## src/rtl/hpu_ctrl_pkg.sv

```systemverilog
// Shared definitions for the HPU control/status register block: register offsets,
// slave FSM encoding, AXI response codes and byte-lane helpers.
package hpu_ctrl_pkg;

  localparam logic [11:0] OFF_CTRL     = 12'h000;
  localparam logic [11:0] OFF_ADDR_NUM = 12'h004;
  localparam logic [11:0] OFF_ADDR_I   = 12'h008;
  localparam logic [11:0] OFF_ADDR_J   = 12'h00C;
  localparam logic [11:0] OFF_SCRATCH  = 12'h010;
  localparam logic [11:0] OFF_RAND     = 12'h014;
  localparam logic [11:0] OFF_STATUS   = 12'h018;
  localparam logic [11:0] OFF_DONE_CNT = 12'h01C;

  // Word index within the 8-register window.
  localparam logic [2:0] IDX_CTRL     = OFF_CTRL[4:2];
  localparam logic [2:0] IDX_ADDR_NUM = OFF_ADDR_NUM[4:2];
  localparam logic [2:0] IDX_ADDR_I   = OFF_ADDR_I[4:2];
  localparam logic [2:0] IDX_ADDR_J   = OFF_ADDR_J[4:2];
  localparam logic [2:0] IDX_SCRATCH  = OFF_SCRATCH[4:2];
  localparam logic [2:0] IDX_RAND     = OFF_RAND[4:2];
  localparam logic [2:0] IDX_STATUS   = OFF_STATUS[4:2];
  localparam logic [2:0] IDX_DONE_CNT = OFF_DONE_CNT[4:2];

  typedef enum logic [2:0] {
    ST_INI,
    ST_AW,
    ST_W,
    ST_AWW,
    ST_AR1,
    ST_AR2
  } axil_state_e;

  typedef logic [1:0] axi_resp_t;
  localparam axi_resp_t RESP_OKAY   = 2'b00;
  localparam axi_resp_t RESP_SLVERR = 2'b10;

  // Only offsets 0x00..0x1C are backed by registers.
  function automatic logic is_mapped(input logic [6:0] addr_hi);
    return addr_hi == 7'd0;
  endfunction

  function automatic logic [31:0] strb_mask(input logic [3:0] strb);
    return {{8{strb[3]}}, {8{strb[2]}}, {8{strb[1]}}, {8{strb[0]}}};
  endfunction

  function automatic logic [31:0] merge_bytes(input logic [31:0] old_word,
                                              input logic [31:0] new_word,
                                              input logic [31:0] mask);
    return (old_word & ~mask) | (new_word & mask);
  endfunction

endpackage

```

## src/rtl/hpu_ctrl_regs_if.sv

```systemverilog
// AXI4-Lite bus between the PS master and the HPU control register block.
interface hpu_ctrl_regs_if;

  logic [11:0] S_AXI_AWADDR;
  logic        S_AXI_AWVALID;
  logic        S_AXI_AWREADY;
  logic [31:0] S_AXI_WDATA;
  logic [3:0]  S_AXI_WSTRB;
  logic        S_AXI_WVALID;
  logic        S_AXI_WREADY;
  logic [1:0]  S_AXI_BRESP;
  logic        S_AXI_BVALID;
  logic        S_AXI_BREADY;
  logic [11:0] S_AXI_ARADDR;
  logic        S_AXI_ARVALID;
  logic        S_AXI_ARREADY;
  logic [31:0] S_AXI_RDATA;
  logic [1:0]  S_AXI_RRESP;
  logic        S_AXI_RVALID;
  logic        S_AXI_RREADY;

  modport slave (
    input  S_AXI_AWADDR, S_AXI_AWVALID, S_AXI_WDATA, S_AXI_WSTRB, S_AXI_WVALID,
    input  S_AXI_BREADY, S_AXI_ARADDR, S_AXI_ARVALID, S_AXI_RREADY,
    output S_AXI_AWREADY, S_AXI_WREADY, S_AXI_BRESP, S_AXI_BVALID,
    output S_AXI_ARREADY, S_AXI_RDATA, S_AXI_RRESP, S_AXI_RVALID
  );

  modport master (
    output S_AXI_AWADDR, S_AXI_AWVALID, S_AXI_WDATA, S_AXI_WSTRB, S_AXI_WVALID,
    output S_AXI_BREADY, S_AXI_ARADDR, S_AXI_ARVALID, S_AXI_RREADY,
    input  S_AXI_AWREADY, S_AXI_WREADY, S_AXI_BRESP, S_AXI_BVALID,
    input  S_AXI_ARREADY, S_AXI_RDATA, S_AXI_RRESP, S_AXI_RVALID
  );

endinterface

```

## src/rtl/axil_slave_fsm.sv

```systemverilog
// AXI4-Lite slave handshake FSM: captures address/data and issues a one-cycle
// write-commit strobe on entry to AWW and a read strobe in AR1.
module axil_slave_fsm
  import hpu_ctrl_pkg::*;
(
  input  logic        clk,
  input  logic        rst,
  input  logic [11:0] aw_addr,
  input  logic        aw_valid,
  output logic        aw_ready,
  input  logic [31:0] w_data,
  input  logic [3:0]  w_strb,
  input  logic        w_valid,
  output logic        w_ready,
  output logic        b_valid,
  input  logic        b_ready,
  input  logic [11:0] ar_addr,
  input  logic        ar_valid,
  output logic        ar_ready,
  output logic        r_valid,
  input  logic        r_ready,
  output logic        wr_en,
  output logic [11:0] wr_addr,
  output logic [31:0] wr_data,
  output logic [3:0]  wr_strb,
  output logic        rd_en,
  output logic [11:0] rd_addr
);

  axil_state_e state, state_nxt;

  // NOTE: state is updated with non-blocking assignments so every flop samples
  // pre-edge values regardless of block ordering.
  always_ff @(posedge clk or posedge rst) begin
    if (rst) begin
      state <= ST_INI;
      wr_en <= 1'b0;
    end else begin
      state <= state_nxt;
      wr_en <= (state_nxt == ST_AWW) && (state != ST_AWW);
    end
  end

  // NOTE: every output of this block gets a default first, so no path can
  // leave a signal unassigned and infer a latch.
  always_comb begin
    state_nxt = state;
    aw_ready  = 1'b0;
    w_ready   = 1'b0;
    ar_ready  = 1'b0;
    b_valid   = 1'b0;
    r_valid   = 1'b0;
    rd_en     = 1'b0;
    unique case (state)
      ST_INI: begin
        aw_ready = 1'b1;
        w_ready  = 1'b1;
        ar_ready = 1'b1;
        if (aw_valid && w_valid) state_nxt = ST_AWW;
        else if (aw_valid)       state_nxt = ST_AW;
        else if (w_valid)        state_nxt = ST_W;
        else if (ar_valid)       state_nxt = ST_AR1;
      end
      ST_AW: begin
        w_ready = 1'b1;
        if (w_valid) state_nxt = ST_AWW;
      end
      ST_W: begin
        aw_ready = 1'b1;
        if (aw_valid) state_nxt = ST_AWW;
      end
      ST_AWW: begin
        b_valid = 1'b1;
        if (b_ready) state_nxt = ST_INI;
      end
      ST_AR1: begin
        rd_en     = 1'b1;
        state_nxt = ST_AR2;
      end
      ST_AR2: begin
        r_valid = 1'b1;
        if (r_ready) state_nxt = ST_INI;
      end
      default: state_nxt = ST_INI;
    endcase
  end

  // NOTE: capture registers carry no reset; they are only consumed while the
  // FSM state qualifies them, so their power-up contents never reach software.
  always_ff @(posedge clk) begin
    if (aw_valid && aw_ready) wr_addr <= aw_addr;
    if (w_valid && w_ready) begin
      wr_data <= w_data;
      wr_strb <= w_strb;
    end
    if (state == ST_INI && state_nxt == ST_AR1) rd_addr <= ar_addr;
  end

endmodule

```

## src/rtl/hpu_ctrl_regs.sv

```systemverilog
// HPU control/status register file behind an AXI4-Lite slave.
// Define HPU_CTRL_WSTRB_EN to honour S_AXI_WSTRB byte lanes on every register.
module hpu_ctrl_regs
  import hpu_ctrl_pkg::*;
#(
  parameter int ADDR_W        = 19,
  parameter int RAND_W        = 16,
  parameter int MAT_A_W       = 7,
  parameter int ADDR_NUM_INIT = 11,
  parameter int ADDR_I_INIT   = 7,
  parameter int ADDR_J_INIT   = 2,
  parameter int RAND_INIT     = 99
) (
  input  logic               clk,
  input  logic               rst,
  hpu_ctrl_regs_if.slave     s_axi,
  input  logic [MAT_A_W-1:0] mat_a,
  input  logic               done_pulse,
  output logic               matw,
  output logic               run,
  output logic               last,
  output logic [ADDR_W-1:0]  addr_num,
  output logic [ADDR_W:0]    addr_i,
  output logic [ADDR_W:0]    addr_j,
  output logic [RAND_W-1:0]  random_num
);

  logic        wr_en, rd_en;
  logic [11:0] wr_addr, rd_addr;
  logic [31:0] wr_data;
  logic [3:0]  wr_strb;

  axil_slave_fsm u_fsm (
    .clk      (clk),
    .rst      (rst),
    .aw_addr  (s_axi.S_AXI_AWADDR),
    .aw_valid (s_axi.S_AXI_AWVALID),
    .aw_ready (s_axi.S_AXI_AWREADY),
    .w_data   (s_axi.S_AXI_WDATA),
    .w_strb   (s_axi.S_AXI_WSTRB),
    .w_valid  (s_axi.S_AXI_WVALID),
    .w_ready  (s_axi.S_AXI_WREADY),
    .b_valid  (s_axi.S_AXI_BVALID),
    .b_ready  (s_axi.S_AXI_BREADY),
    .ar_addr  (s_axi.S_AXI_ARADDR),
    .ar_valid (s_axi.S_AXI_ARVALID),
    .ar_ready (s_axi.S_AXI_ARREADY),
    .r_valid  (s_axi.S_AXI_RVALID),
    .r_ready  (s_axi.S_AXI_RREADY),
    .wr_en    (wr_en),
    .wr_addr  (wr_addr),
    .wr_data  (wr_data),
    .wr_strb  (wr_strb),
    .rd_en    (rd_en),
    .rd_addr  (rd_addr)
  );

  logic [31:0] wr_mask;
  logic        unused_bits;
`ifdef HPU_CTRL_WSTRB_EN
  assign wr_mask     = strb_mask(wr_strb);
  assign unused_bits = ^{wr_addr[1:0], rd_addr[1:0]};
`else
  assign wr_mask     = '1;
  assign unused_bits = ^{wr_strb, wr_addr[1:0], rd_addr[1:0]};
`endif

  logic [2:0]        ctrl_q;
  logic [ADDR_W-1:0] addr_num_q;
  logic [ADDR_W:0]   addr_i_q, addr_j_q;
  logic [31:0]       scratch_q;
  logic [RAND_W-1:0] random_q;
  logic              done_q;
  logic [31:0]       done_cnt_q, done_cnt_nxt;

  logic [2:0]  wr_idx, rd_idx;
  logic        wr_hit, rd_mapped;
  logic [31:0] reg_view [8];
  logic [31:0] wr_word;

  assign wr_idx    = wr_addr[4:2];
  assign rd_idx    = rd_addr[4:2];
  assign wr_hit    = wr_en && is_mapped(wr_addr[11:5]);
  assign rd_mapped = is_mapped(rd_addr[11:5]);

  always_comb begin
    reg_view[IDX_CTRL]     = {29'd0, ctrl_q};
    reg_view[IDX_ADDR_NUM] = 32'(addr_num_q);
    reg_view[IDX_ADDR_I]   = 32'(addr_i_q);
    reg_view[IDX_ADDR_J]   = 32'(addr_j_q);
    reg_view[IDX_SCRATCH]  = scratch_q;
    reg_view[IDX_RAND]     = 32'(random_q);
    reg_view[IDX_STATUS]   = {29'd0, ctrl_q[1], ctrl_q[0], done_q};
    reg_view[IDX_DONE_CNT] = done_cnt_q;
  end

  // Partial-lane writes keep the untouched bytes of the current value.
  assign wr_word = merge_bytes(reg_view[wr_idx], wr_data, wr_mask);

  // A clear and a completion in the same cycle leave the count at one.
  always_comb begin
    done_cnt_nxt = done_cnt_q;
    if (wr_hit && wr_idx == IDX_DONE_CNT) done_cnt_nxt = done_cnt_q & ~wr_mask;
    done_cnt_nxt = done_cnt_nxt + 32'(done_pulse);
  end

  always_ff @(posedge clk or posedge rst) begin
    if (rst) begin
      ctrl_q     <= '0;
      addr_num_q <= ADDR_W'(ADDR_NUM_INIT);
      addr_i_q   <= (ADDR_W+1)'(ADDR_I_INIT);
      addr_j_q   <= (ADDR_W+1)'(ADDR_J_INIT);
      scratch_q  <= '0;
      random_q   <= RAND_W'(RAND_INIT);
      done_q     <= 1'b0;
      done_cnt_q <= '0;
    end else begin
      // Auto-clear is listed first so a same-cycle software write overrides it.
      if (ctrl_q[0] && mat_a == random_q[MAT_A_W-1:0]) ctrl_q[0] <= 1'b0;
      if (wr_hit) begin
        case (wr_idx)
          IDX_CTRL:     ctrl_q     <= wr_word[2:0];
          IDX_ADDR_NUM: addr_num_q <= wr_word[ADDR_W-1:0];
          IDX_ADDR_I:   addr_i_q   <= wr_word[ADDR_W:0];
          IDX_ADDR_J:   addr_j_q   <= wr_word[ADDR_W:0];
          IDX_SCRATCH:  scratch_q  <= wr_word;
          IDX_RAND:     random_q   <= wr_word[RAND_W-1:0];
          IDX_STATUS:   if (wr_data[0] && wr_mask[0]) done_q <= 1'b0;
          default:      ;
        endcase
      end
      if (done_pulse) done_q <= 1'b1;
      done_cnt_q <= done_cnt_nxt;
    end
  end

  logic [31:0] rdata_q;
  axi_resp_t   rresp_q;

  always_ff @(posedge clk or posedge rst) begin
    if (rst) begin
      rdata_q <= '0;
      rresp_q <= RESP_OKAY;
    end else if (rd_en) begin
      rdata_q <= rd_mapped ? reg_view[rd_idx] : '0;
      rresp_q <= rd_mapped ? RESP_OKAY : RESP_SLVERR;
    end
  end

  assign s_axi.S_AXI_RDATA = rdata_q;
  assign s_axi.S_AXI_RRESP = rresp_q;
  assign s_axi.S_AXI_BRESP = is_mapped(wr_addr[11:5]) ? RESP_OKAY : RESP_SLVERR;

  assign matw       = ctrl_q[0];
  assign run        = ctrl_q[1];
  assign last       = ctrl_q[2];
  assign addr_num   = addr_num_q;
  assign addr_i     = addr_i_q;
  assign addr_j     = addr_j_q;
  assign random_num = random_q;

endmodule
```

## src/flat_wrapper.sv

```systemverilog
// flat-port wrapper written by rule: the top's interface ports become plain ports
module hpu_ctrl_regs_flat import hpu_ctrl_pkg::*;
#(
  parameter int ADDR_W        = 19,
  parameter int RAND_W        = 16,
  parameter int MAT_A_W       = 7,
  parameter int ADDR_NUM_INIT = 11,
  parameter int ADDR_I_INIT   = 7,
  parameter int ADDR_J_INIT   = 2,
  parameter int RAND_INIT     = 99
)
  (clk, rst, mat_a, done_pulse, matw, run, last, addr_num, addr_i, addr_j, random_num, s_axi_S_AXI_AWADDR, s_axi_S_AXI_AWVALID, s_axi_S_AXI_WDATA, s_axi_S_AXI_WSTRB, s_axi_S_AXI_WVALID, s_axi_S_AXI_BREADY, s_axi_S_AXI_ARADDR, s_axi_S_AXI_ARVALID, s_axi_S_AXI_RREADY, s_axi_S_AXI_AWREADY, s_axi_S_AXI_WREADY, s_axi_S_AXI_BRESP, s_axi_S_AXI_BVALID, s_axi_S_AXI_ARREADY, s_axi_S_AXI_RDATA, s_axi_S_AXI_RRESP, s_axi_S_AXI_RVALID);
  hpu_ctrl_regs_if s_axi_i ();
  input  logic clk;
  input  logic rst;
  input  logic [MAT_A_W-1:0] mat_a;
  input  logic done_pulse;
  output logic matw;
  output logic run;
  output logic last;
  output logic [ADDR_W-1:0] addr_num;
  output logic [ADDR_W:0] addr_i;
  output logic [ADDR_W:0] addr_j;
  output logic [RAND_W-1:0] random_num;
  input wire logic [$bits(s_axi_i.S_AXI_AWADDR)-1:0] s_axi_S_AXI_AWADDR;
  input wire logic [$bits(s_axi_i.S_AXI_AWVALID)-1:0] s_axi_S_AXI_AWVALID;
  input wire logic [$bits(s_axi_i.S_AXI_WDATA)-1:0] s_axi_S_AXI_WDATA;
  input wire logic [$bits(s_axi_i.S_AXI_WSTRB)-1:0] s_axi_S_AXI_WSTRB;
  input wire logic [$bits(s_axi_i.S_AXI_WVALID)-1:0] s_axi_S_AXI_WVALID;
  input wire logic [$bits(s_axi_i.S_AXI_BREADY)-1:0] s_axi_S_AXI_BREADY;
  input wire logic [$bits(s_axi_i.S_AXI_ARADDR)-1:0] s_axi_S_AXI_ARADDR;
  input wire logic [$bits(s_axi_i.S_AXI_ARVALID)-1:0] s_axi_S_AXI_ARVALID;
  input wire logic [$bits(s_axi_i.S_AXI_RREADY)-1:0] s_axi_S_AXI_RREADY;
  output wire logic [$bits(s_axi_i.S_AXI_AWREADY)-1:0] s_axi_S_AXI_AWREADY;
  output wire logic [$bits(s_axi_i.S_AXI_WREADY)-1:0] s_axi_S_AXI_WREADY;
  output wire logic [$bits(s_axi_i.S_AXI_BRESP)-1:0] s_axi_S_AXI_BRESP;
  output wire logic [$bits(s_axi_i.S_AXI_BVALID)-1:0] s_axi_S_AXI_BVALID;
  output wire logic [$bits(s_axi_i.S_AXI_ARREADY)-1:0] s_axi_S_AXI_ARREADY;
  output wire logic [$bits(s_axi_i.S_AXI_RDATA)-1:0] s_axi_S_AXI_RDATA;
  output wire logic [$bits(s_axi_i.S_AXI_RRESP)-1:0] s_axi_S_AXI_RRESP;
  output wire logic [$bits(s_axi_i.S_AXI_RVALID)-1:0] s_axi_S_AXI_RVALID;
  assign s_axi_i.S_AXI_AWADDR = s_axi_S_AXI_AWADDR;
  assign s_axi_i.S_AXI_AWVALID = s_axi_S_AXI_AWVALID;
  assign s_axi_i.S_AXI_WDATA = s_axi_S_AXI_WDATA;
  assign s_axi_i.S_AXI_WSTRB = s_axi_S_AXI_WSTRB;
  assign s_axi_i.S_AXI_WVALID = s_axi_S_AXI_WVALID;
  assign s_axi_i.S_AXI_BREADY = s_axi_S_AXI_BREADY;
  assign s_axi_i.S_AXI_ARADDR = s_axi_S_AXI_ARADDR;
  assign s_axi_i.S_AXI_ARVALID = s_axi_S_AXI_ARVALID;
  assign s_axi_i.S_AXI_RREADY = s_axi_S_AXI_RREADY;
  assign s_axi_S_AXI_AWREADY = s_axi_i.S_AXI_AWREADY;
  assign s_axi_S_AXI_WREADY = s_axi_i.S_AXI_WREADY;
  assign s_axi_S_AXI_BRESP = s_axi_i.S_AXI_BRESP;
  assign s_axi_S_AXI_BVALID = s_axi_i.S_AXI_BVALID;
  assign s_axi_S_AXI_ARREADY = s_axi_i.S_AXI_ARREADY;
  assign s_axi_S_AXI_RDATA = s_axi_i.S_AXI_RDATA;
  assign s_axi_S_AXI_RRESP = s_axi_i.S_AXI_RRESP;
  assign s_axi_S_AXI_RVALID = s_axi_i.S_AXI_RVALID;
  hpu_ctrl_regs #(.ADDR_W(ADDR_W), .RAND_W(RAND_W), .MAT_A_W(MAT_A_W), .ADDR_NUM_INIT(ADDR_NUM_INIT), .ADDR_I_INIT(ADDR_I_INIT), .ADDR_J_INIT(ADDR_J_INIT), .RAND_INIT(RAND_INIT)) u_core (.clk(clk), .rst(rst), .s_axi(s_axi_i), .mat_a(mat_a), .done_pulse(done_pulse), .matw(matw), .run(run), .last(last), .addr_num(addr_num), .addr_i(addr_i), .addr_j(addr_j), .random_num(random_num));
endmodule
```

## config.mk

```make
export PLATFORM = sky130hd
export DESIGN_NAME = hpu_ctrl_regs_flat
export DESIGN_NICKNAME = d
export VERILOG_FILES = /design/src/rtl/hpu_ctrl_pkg.sv /design/src/rtl/hpu_ctrl_regs_if.sv /design/src/rtl/axil_slave_fsm.sv /design/src/rtl/hpu_ctrl_regs.sv /design/src/flat_wrapper.sv
export SDC_FILE = /design/constraint.sdc
export NUM_CORES = 1
export LEC_CHECK = 0
export CAP_MARGIN = 0
export CORE_UTILIZATION = 45
export CTS_CLUSTER_DIAMETER = 200
export CTS_CLUSTER_SIZE = 20
export DETAILED_ROUTE_END_ITERATION = 8
export GPL_ROUTABILITY_DRIVEN = 0
export PLACE_DENSITY = 0.82
export SETUP_SLACK_MARGIN = 0.1
export SLEW_MARGIN = 20
export SYNTH_ARGS = -nofsm -noshare
export SYNTH_HDL_FRONTEND = slang
export SYNTH_SLANG_ARGS = --single-unit
export TNS_END_PERCENT = 100
```

## constraint.sdc

```tcl
create_clock -name clk -period 17.6 [get_ports clk]
set_input_delay 3.52 -clock clk [delete_from_list [all_inputs] [get_ports clk]]
set_output_delay 3.52 -clock clk [all_outputs]
set_load 0.05 [all_outputs]
```

==> flow_metrics.env <==
export IMPL_p_sw_frac=0.2786
export IMPL_firstDrtPassIters=4
export IMPL_rrSetupSlack_ns=14.59
export IMPL_final_cell_mix="183 x clkdlybuf4s50_1, 169 x dfrtp_1, 119 x mux2_2"
export IMPL_switchingPower_uw=317.5
export IMPL_synth_edff_count=52
export IMPL_ios=194
export IMPL_maxSlewHeadroom=0.3235
export IMPL_yosysTopAreaCell="dfrtp_1"
export IMPL_seq_area_frac_synth=0.6096
export IMPL_path_clk_slew_ns=0.08
export IMPL_status="finished, final reports clean"
export IMPL_cts_tree="yes"
export IMPL_grt_total_usage=0.2164
export IMPL_final_common_cell="clkdlybuf4s50_1"
export IMPL_setup_viol=0
export IMPL_critPathCaptureType="output port"
export IMPL_synthArstFlopShare=0.7759
export IMPL_totalWireLength_mm=24.17
export IMPL_p_clk_frac=0.294
export IMPL_grt_pass1_wl_mm=37.75
export IMPL_netlist_area_um2=9973
export IMPL_clockRootBuffer="clkbuf_16"
export IMPL_maxCapViolCount=0
export IMPL_path_class="flop to output port"
export IMPL_cts_buffer_depth=3
export IMPL_rsz0062_at_grt="no"
export IMPL_diodes=0
export IMPL_first_global_vias=6808
export IMPL_cp_data_arrival_time_ns=2.09
export IMPL_rr_worst_depth=9
export IMPL_antenna_found_initial=1
export IMPL_skew_ns=0.01059
export IMPL_finalHoldViolations=0
export IMPL_endpoint="s_axi_S_AXI_BRESP[1]"
export IMPL_synth_seq_cells=232
export IMPL_grt_overflow=0
export IMPL_post_drt_wl_per_cell_um=20.56
export IMPL_via_per_inst=5.587
export IMPL_worstReg2RegStart="u_core.u_fsm.wr_addr[4]"
export IMPL_numPortBuffers=183
export IMPL_crit_path_max_fanout=4
export IMPL_start_kind="flop"
export IMPL_p_per_area_nw_per_um2=91.40
export IMPL_hold_buffers=0
export IMPL_num_vias=6570
export IMPL_synth_area_leaders="dfrtp_1 42%, edfxtp_1 16%, mux2_2 13%, dfstp_2 2.9%, a221oi_1 2.8%"
export IMPL_drcViolationCount=0
export IMPL_cts_resized=0
export IMPL_grt_max_degree=65
export IMPL_multi_input_area_um2=3679
export IMPL_core_um2=21760
export IMPL_syn_inst=719
export IMPL_required_ns=14.08
export IMPL_fillCellCount=1781
export IMPL_yosysWarningCount=0
export IMPL_drive_gt1_frac=0.2277
export IMPL_drt_initial_drc_count=264
export IMPL_final_max_slew_viol_count=0
export IMPL_setup_tns_ns=0
export IMPL_die_h_um=150.9
export IMPL_p_int_uw=822.0
export IMPL_nets=966
export IMPL_cts_buffers=15
export IMPL_worst_hold_path_type="flop to flop"
export IMPL_cts_sinks=232
export IMPL_post_cts_setup_buffer_count=0
export IMPL_synthDistinctLibCells=55
export IMPL_crit_start="u_core.u_fsm.wr_addr[8]"
export IMPL_clk_insertion_delay_late_ns=0.47
export IMPL_tightest_slew_ns=1.009
export IMPL_dp_hpwl_mm=15.88
export IMPL_die_x_um=150.9
export IMPL_ant_nets=0
export IMPL_rows=54
export IMPL_ys_flop_type="dfrtp_1"
export IMPL_fin_crit_sh=0.3190
export IMPL_syn_mean_instance_area_um2=13.87
export IMPL_pwr_share_comb=0.150
export IMPL_regArea_um2=6080
export IMPL_h_tree_depth=1
export IMPL_r2r_end="u_core.done_cnt_q[30]"
export IMPL_initial_core_util=0.4584
export IMPL_die_area_um2=22760
export IMPL_leakagePower_uw=0.005331
export IMPL_power_frac_seq=0.555
export IMPL_synth_top_cell_area_share=0.4240
export IMPL_ir_drop_v=0.00005824
export IMPL_final_min_clock_period_ns=5.615
export IMPL_synthToLayoutAreaGrowth_pct=25.02
export IMPL_max_freq_mhz=178.1
export IMPL_hold_ws_ns=0.4804
-- kinds of logic after synthesis --
logic type	after synthesis	share of synthesized area
buffers and inverters	48	0.02371
muxes	148	0.1802
other	1	0.0003760
xor gates and xnor gates	32	0.02810
DFF	232	0.6096
adders and majority gates	1	0.001254
and+or+nand+nor	159	0.08631
AOI/OAI and AO/OA	98	0.07051
-- Yosys cell counts, drive strengths merged (2+ instances only) --
master	count
and3	7
buf	19
a22oi	12
dfrtp	169
o21ai	25
nand3	9
a221oi	32
mux2	138
nand2	53
nor4	4
nand4	14
or4	2
xor2	21
and2	8
clkbuf	23
mux4	6
mux2i	4
nor2b	2
nand2b	4
inv	6
a21oi	6
o31ai	16
and4	3
xnor2	11
nor2	36
o21bai	2
dfstp	11
edfxtp	52
nor3	9
or3	5
-- state kept, by name, summed over array words and instances (netlist names), 10 cells and up --
register and flops:
u_core.addr_i 20, u_core.addr_j 20, u_core.addr_num 19, u_core.done_cnt_q 32, u_core.random_num 16, u_core.s_axi.S_AXI_RDATA 32
u_core.scratch_q 32, u_core.u_fsm.rd_addr 10, u_core.u_fsm.wr_addr 10, u_core.u_fsm.wr_data 32
-- worst max-delay path, cell delays in order (launching register included) --
cell and delay (ns):
edfxtp_1 0.41, nor4_4 0.39, nand2_1 0.11, clkdlybuf4s50_1 0.72
-- area by class of cell --
cell class | instances | area share
tap | 280 | 0.02810
clock buffer | 22 | 0.03221
inverter | 6 | 0.002208
clock inverter | 1 | 0.0007025
timing repair buffer | 195 | 0.1541
sequential | 232 | 0.4876
multi-input combinational | 440 | 0.2950
-- power by group through the flow --
stage / Sequential [uW] / Clock, uW / Combinational [uW]
finish: 633 / 336 / 171
floorplan: 658 / 0 / 86.4
global placement: 642 / 0 / 170
global route: 639 / 361 / 184
CTS: 633 / 345 / 174
detailed placement: 643 / 0 / 173
-- layer usage --
layer	share of wire	track usage
met1	0.43	0.2808
met2	0.50	0.3732
met3	0.051	0.03886
met4	0.021	0.05600
met5	0.00050	0
-- worst min-delay path by stage --
stage                                             end  slack [ns]  depth (start not counted)                   startpoint
final                            u_core.scratch_q[30]        0.48                          1     u_core.u_fsm.wr_data[30]
after global routing      u_core.s_axi.S_AXI_RRESP[1]        0.50                          1  u_core.s_axi.S_AXI_RRESP[1]
after CTS                        u_core.scratch_q[30]        0.48                          1     u_core.u_fsm.wr_data[30]
after detailed placement         u_core.scratch_q[21]        0.46                          1     u_core.u_fsm.wr_data[21]
after global placement           u_core.scratch_q[30]        0.45                          1     u_core.u_fsm.wr_data[30]
after floorplan                  u_core.scratch_q[30]        0.44                          1     u_core.u_fsm.wr_data[30]
-- through the flow --
step                      setup slack (ns)  total power (uW)  cells  utilization  cell area, um2
after floorplan                      9.211             744.7    720            -            9977
after global placement               11.70             811.6   1153       0.5540           12050
after detailed placement             11.61             816.3   1153       0.5540           12050
after CTS                            11.95              1151   1176       0.5729           12460
after global routing                 11.90              1184   1176       0.5731           12470
final                                11.99              1140   1176       0.5731           12470
Note: power is estimated with default switching activity, not from simulation.
